[src/rtl/sound_freq_detect_pkg.sv]
// Shared definitions for the sound input detectors: counter width, FSM
// encoding and the period constants derived from clock and tone frequency.
package sound_defs;

    localparam int CLK_HZ_DEFAULT = 50_000_000;
    localparam int CNT_W          = 18;

    typedef enum logic [1:0] {
        IDLE    = 2'd0,
        ARM     = 2'd1,
        MEASURE = 2'd2
    } state_e;

    function automatic int nominalPeriod(input int clkHz, input int freq);
        return clkHz / freq;
    endfunction

    // Edges closer than a quarter of the nominal period are treated as glitches.
    function automatic int minPeriod(input int clkHz, input int freq);
        return nominalPeriod(clkHz, freq) / 4;
    endfunction

    function automatic int timeoutClocks(input int clkHz, input int freq);
        return 2 * nominalPeriod(clkHz, freq);
    endfunction

endpackage

[src/rtl/sound_freq_detect_sync_rise.sv]
// Two-flop synchronizer plus edge flop for an asynchronous pin; emits a
// registered one-cycle pulse on each rising edge of the input.
module sync_rise (
    input  logic clk,
    input  logic rst_n,
    input  logic async_in,
    output logic rise
);

    logic s1_q, s2_q, s3_q, rise_q;

    always_ff @(posedge clk or negedge rst_n) begin
        if (!rst_n) begin
            s1_q   <= 1'b0;
            s2_q   <= 1'b0;
            s3_q   <= 1'b0;
            rise_q <= 1'b0;
        end else begin
            s1_q   <= async_in;
            s2_q   <= s1_q;
            s3_q   <= s2_q;
            rise_q <= s2_q & ~s3_q;
        end
    end

    assign rise = rise_q;

endmodule

[src/rtl/sound_freq_detect.sv]
// Measures the period between rising edges of an asynchronous tone input and
// flags lock once LOCK_N consecutive periods fall within TOL of the nominal.
module sound_freq_detect
    import sound_defs::*;
#(
    parameter int CLK_HZ = CLK_HZ_DEFAULT,
    parameter int FREQ   = 1000,
    parameter int TOL    = 500,
    parameter int LOCK_N = 4
) (
    input  logic             clk_50M,
    input  logic             reset_n,
    input  logic             enable,
    input  logic             freq_in,
    output logic [CNT_W-1:0] period,
    output logic             period_valid,
    output logic             tone_detected,
    output logic             timeout
);

    localparam logic [CNT_W-1:0] NOMINAL_C = CNT_W'(nominalPeriod(CLK_HZ, FREQ));
    localparam logic [CNT_W-1:0] MIN_C     = CNT_W'(minPeriod(CLK_HZ, FREQ));
    localparam logic [CNT_W-1:0] TIMEOUT_C = CNT_W'(timeoutClocks(CLK_HZ, FREQ));
    localparam logic [CNT_W:0]   TOL_C     = (CNT_W+1)'(TOL);
    localparam logic [3:0]       LOCK_C    = 4'(LOCK_N);

    state_e           state_q, state_d;
    logic [CNT_W-1:0] cnt_q, cnt_d;
    logic [CNT_W-1:0] period_q, period_d;
    logic [3:0]       matchCnt_q, matchCnt_d;
    logic             valid_q, valid_d;
    logic             tone_q, tone_d;
    logic             timeout_q, timeout_d;

    logic             rise;
    logic [CNT_W-1:0] candidate;
    logic [CNT_W-1:0] cntInc;
    logic signed [CNT_W:0] diff;
    logic [CNT_W:0]   absDiff;
    logic             periodMatch;

    sync_rise u_sync (
        .clk      (clk_50M),
        .rst_n    (reset_n),
        .async_in (freq_in),
        .rise     (rise)
    );

    // One extra bit on the difference keeps the magnitude compare free of wrap.
    assign candidate   = cnt_q + CNT_W'(1);
    assign cntInc      = (cnt_q == '1) ? cnt_q : candidate;
    assign diff        = signed'({1'b0, candidate}) - signed'({1'b0, NOMINAL_C});
    assign absDiff     = diff[CNT_W] ? unsigned'(-diff) : unsigned'(diff);
    assign periodMatch = (absDiff <= TOL_C);

    always_ff @(posedge clk_50M or negedge reset_n) begin
        if (!reset_n) begin
            state_q    <= IDLE;
            cnt_q      <= '0;
            period_q   <= '0;
            matchCnt_q <= '0;
            valid_q    <= 1'b0;
            tone_q     <= 1'b0;
            timeout_q  <= 1'b0;
        end else begin
            state_q    <= state_d;
            cnt_q      <= cnt_d;
            period_q   <= period_d;
            matchCnt_q <= matchCnt_d;
            valid_q    <= valid_d;
            tone_q     <= tone_d;
            timeout_q  <= timeout_d;
        end
    end

    always_comb begin
        state_d    = state_q;
        cnt_d      = cnt_q;
        period_d   = period_q;
        matchCnt_d = matchCnt_q;
        valid_d    = 1'b0;
        tone_d     = tone_q;
        timeout_d  = timeout_q;

        // Dropping enable wins over any edge seen in the same cycle.
        if (!enable) begin
            state_d    = IDLE;
            cnt_d      = '0;
            matchCnt_d = '0;
            tone_d     = 1'b0;
            timeout_d  = 1'b0;
        end else begin
            unique case (state_q)
                IDLE: begin
                    cnt_d      = '0;
                    matchCnt_d = '0;
                    tone_d     = 1'b0;
                    timeout_d  = 1'b0;
                    state_d    = ARM;
                end
                ARM: begin
                    cnt_d = cntInc;
                    if (rise) begin
                        cnt_d     = '0;
                        timeout_d = 1'b0;
                        state_d   = MEASURE;
                    end
                end
                MEASURE: begin
                    cnt_d = cntInc;
                    if (rise && (candidate >= MIN_C)) begin
                        period_d  = candidate;
                        valid_d   = 1'b1;
                        cnt_d     = '0;
                        timeout_d = 1'b0;
                        if (periodMatch) begin
                            matchCnt_d = (matchCnt_q >= LOCK_C) ? LOCK_C : matchCnt_q + 4'd1;
                            tone_d     = (matchCnt_d == LOCK_C);
                        end else begin
                            matchCnt_d = '0;
                            tone_d     = 1'b0;
                        end
                    end else if (candidate == TIMEOUT_C) begin
                        timeout_d  = 1'b1;
                        tone_d     = 1'b0;
                        matchCnt_d = '0;
                        state_d    = ARM;
                    end
                end
                default: state_d = IDLE;
            endcase
        end
    end

    assign period        = period_q;
    assign period_valid  = valid_q;
    assign tone_detected = tone_q;
    assign timeout       = timeout_q;

endmodule

[config.mk]
export PLATFORM = sky130hd
export DESIGN_NAME = sound_freq_detect
export DESIGN_NICKNAME = d
export VERILOG_FILES = /design/src/rtl/sound_freq_detect_pkg.sv /design/src/rtl/sound_freq_detect_sync_rise.sv /design/src/rtl/sound_freq_detect.sv
export SDC_FILE = /design/constraint.sdc
export NUM_CORES = 1
export LEC_CHECK = 0
export ABC_AREA = 1
export BUFFER_PORTS_ARGS = -buffer_cell sky130_fd_sc_hd__buf_4
export CAP_MARGIN = 10
export CORE_UTILIZATION = 58
export DETAILED_ROUTE_END_ITERATION = 8
export HOLD_SLACK_MARGIN = 0.03
export PLACE_DENSITY = 0.85
export SETUP_SLACK_MARGIN = 0.4
export SLEW_MARGIN = 25
export SYNTH_ARGS = -nofsm -noshare
export SYNTH_HDL_FRONTEND = slang
export SYNTH_SLANG_ARGS = --single-unit
[constraint.sdc]
create_clock -name clk_50M -period 6.3 [get_ports clk_50M]
set_clock_uncertainty 0.05 [all_clocks]
set_input_delay 1.26 -clock clk_50M [delete_from_list [all_inputs] [get_ports clk_50M]]
set_output_delay 1.26 -clock clk_50M [all_outputs]
set_load 0.03 [all_outputs]
==> metrics.md <==
| Metric | Value |
|---|---|
| Status | complete, no violations |
| Crit path DAT | 3.42 ns |
| Initial Utilization | about three fifths |
| Max-capacitance violation count | 0 |
| Root buf cell | clkbuf_8 |
| Worst Hold Class | flop to flop |
| Ys async rst share | 100% |
| Filler instances | just over 500 |
| CP max FO | 11 |
| Int Power | 0.440 mW |
| Clk slew on worst S/H paths | approximately 0.10 ns |
| Vias in the first global route | 2983 |
| Sequential share of power | between 50% and 60% |
| Mapped Nets | roughly 530 |
| Final Wtd Congestion | around 0.92 |
| H-tree Lvls | 2 |
| Commonest non-fill, non-tap cell in the layout | nand2_1 |
| WP data required | 6.50 ns |
| CTS Buf Count | 5 |
| Avg Inst Size Synth | about 7 um2 |
| Vert. Die Dim | about 80 um |
| Worst Max-Slew Pin Slew | between 0.7 and 0.8 ns |
| Wirelength per Cell | roughly 13 um |
| CTS tree | yes |
| Most frequent cells in the layout | nand2_1 (160), inv_1 (55), nand3_1 (53) |
| Yosys cell types | 33 |
| Core area | a little under 6000 um2 |
| Total gr overflow | 0 |
| Count of final setup violators | 0 |
| Register area | 1230 um2 |
| Clk_lat worst skew | 0.31 ns |
| Relative slew slack | just under 50% |
| Critical path's slowest cell | dfrtp_1 |
| First-iteration detailed-routing DRC count | 266 |
| Sequential-to-total area share from yosys stat | between 30% and 40% |
| Die Span X | roughly 80 um |
| Critical path depth | 21 |
| Critical path's top delay family | simple AND/OR/NAND/NOR gates |
| Buffers on Ports | 24 |
| Initial antenna violation count | 0 |
| Achievable Freq | between 0.3 and 0.4 GHz |
| Post-DRT Antenna Nets | 0 |
| Clock Power Share | between 20% and 30% |
| Cell Area, Synth | around 3600 um2 |
| Combinational power share | between 20 and 25% |
| Hpwl dp | around 6.2 mm |
| Post-synthesis register bit count | 49 |
| # rows | 28 |
| Sw frac | 35.0% |
| Worst Hold Slack | around 0.31 ns |
| Setup_tns | 0 ns |
| Crit path capture type | flop |
| First-pass GRT wire length | 13.4 mm |
| Post-CTS Hold Buffers | 0 |
| Pwr/cell area | 175 nW/um2 |
| Worst-path cell chain | inv_1 -> nor2_2 -> nand3_1 -> nand2_1 -> inv_1 -> ha_1 -> inv_1 -> nand2_1 -> nand2_2 -> nand2_4 -> nand2_4 -> nand2_2 -> nand2_1 -> nand2_1 -> nand2_1 -> nand2_1 -> nand2_1 -> nor2_1 -> nor3_2 -> nand4_1 -> nand2_1 |
| Final Critical Period | 3.22 ns |
| Buf+Inv Stages, Crit Path | 3 |
| R2r worst-path depth | 21 |
| Worst Setup Start Kind | flop |
| Share of cells above drive strength 1 | 14.2% |
| Crit path kind | flop to flop |
| Final nets | roughly 550 |
| Drt via density | 5.55 |
| DRT Pass-1 Iters | 7 |
| Final period util | roughly half |
| Yosys warnings | 0 |
| Setup ws final | ~3.1 ns |
| Total Power | 0.677 mW |
| WHS Path Cells | 0 |
| DR vias | between 3000 and 4000 |
| Pleak | about 2 nW |
| Synth Instances | about 500 |
| CTS Sinks | 49 |
| Fin. max-slew vios | 0 |
| Max VDD drop | approximately 160 uV |
| Post-CTS setup buffer count | 0 |
| Max clock buf depth | 2 |
| Area occupied by multi-input gates | 2030 um2 |
| Total track usage | 26.7% |
| Placement Setup Slack | slightly below 3 ns |
| # diodes | 0 |
| Die area | between 6000 and 7000 um2 |
| CP peak stage delay | ~0.52 ns |
| Largest net degree at the start of global routing | 50 |
| Final design utilization | 65.3% |
| Post-synth EDFFs | 0 |
| PostCTS Resize Cnt | 0 |
| Area growth syn-to-layout | 8.54% |
| Synth Flop Type | dfrtp_1 |
| Drt total wl | a little over 8 mm |
| Reg2Reg Setup Slack | 3.08 ns |
| Unrepaired setup endpoints after global routing | no |
| Final hold violations | 0 |
| IO Pins | 25 |
| # DRC | 0 |
| Most used cell, CP | nand2_1 |
| Sw Pwr | 0.237 mW |
logic make-up after synthesis:
logic type / synth area share (%)
XOR/XNOR: 1.97
flip-flops: 34.4
AO/OA/AOI/OAI: 9.52
buffers and inverters: 8.64
adder cells (fa/ha/maj): 3.51
AND/OR/NAND/NOR: 41.9
cells in the mapped netlist, types with 2 or more instances:
cell type / count / area [um2]
buf_2: 3 / 15.0
o21ai_0: 16 / 80.1
o21ai_1: 10 / 50.1
buf_6: 2 / 22.5
nor2_1: 47 / 176
nor2_2: 4 / 25.0
dfrtp_1: 49 / 1230
nand4_1: 15 / 93.8
nor2_4: 8 / 90.1
nor3_1: 6 / 30.0
xor2_1: 6 / 52.6
xnor2_1: 2 / 17.5
inv_2: 8 / 30.0
ha_1: 10 / 125
nand3b_1: 4 / 30.0
nand2_4: 2 / 22.5
inv_1: 55 / 206
nand3_1: 53 / 265
nand2_2: 16 / 100
clkbuf_1: 6 / 22.5
o32ai_1: 18 / 158
nand2_1: 160 / 601
a21oi_1: 4 / 20.0
area by class of cell:
type                       count  area share, %
multi-input combinational    389           52.4
sequential                    49           31.7
tap                           75           2.43
clock inverter                 3          0.550
timing repair buffer          25           4.86
clock buffer                   5           1.78
inverter                      64           6.22
per-stage QoR:
step                area (um2)  instances
global route              3860        610
floorplan                 3560        514
global placement          3770        602
finish                    3860        610
detailed placement        3770        602
CTS                       3860        610
state kept, by name, indices dropped and copies added, names as in the netlist:
register	count
cnt_q	18
matchCnt_q	4
period	18
period_valid	1
state_q	2
timeout	1
tone_detected	1
u_sync.rise	1
u_sync.s1_q	1
u_sync.s2_q	1
u_sync.s3_q	1
metal layers:
layer	GRT usage (%)	part of all wire, %
met5	0	0
met4	6.96	1.2
met3	4.55	6.6
met2	42.3	46
met1	37.5	46
power groups by stage:
stage | clock (mW) | combinational (mW) | sequential, mW
6_report | 0.191 | 0.146 | 0.339
5_1_grt | 0.209 | 0.161 | 0.340
4_1_cts | 0.195 | 0.145 | 0.339
3_5_place_dp | 0 | 0.144 | 0.345
3_3_place_gp | 0 | 0.140 | 0.342
2_1_floorplan | 0 | 0.107 | 0.343
final timing paths:
path | end | from
max | matchCnt_q[0] | cnt_q[0]
min | u_sync.s2_q | u_sync.s1_q
min reg2reg | u_sync.s2_q | u_sync.s1_q
min in group asynchronous | period[13] | reset_n
max in group asynchronous | cnt_q[5] | reset_n
max reg2reg | matchCnt_q[0] | cnt_q[0]
No activity file was read; power rests on OpenSTA's default activity.
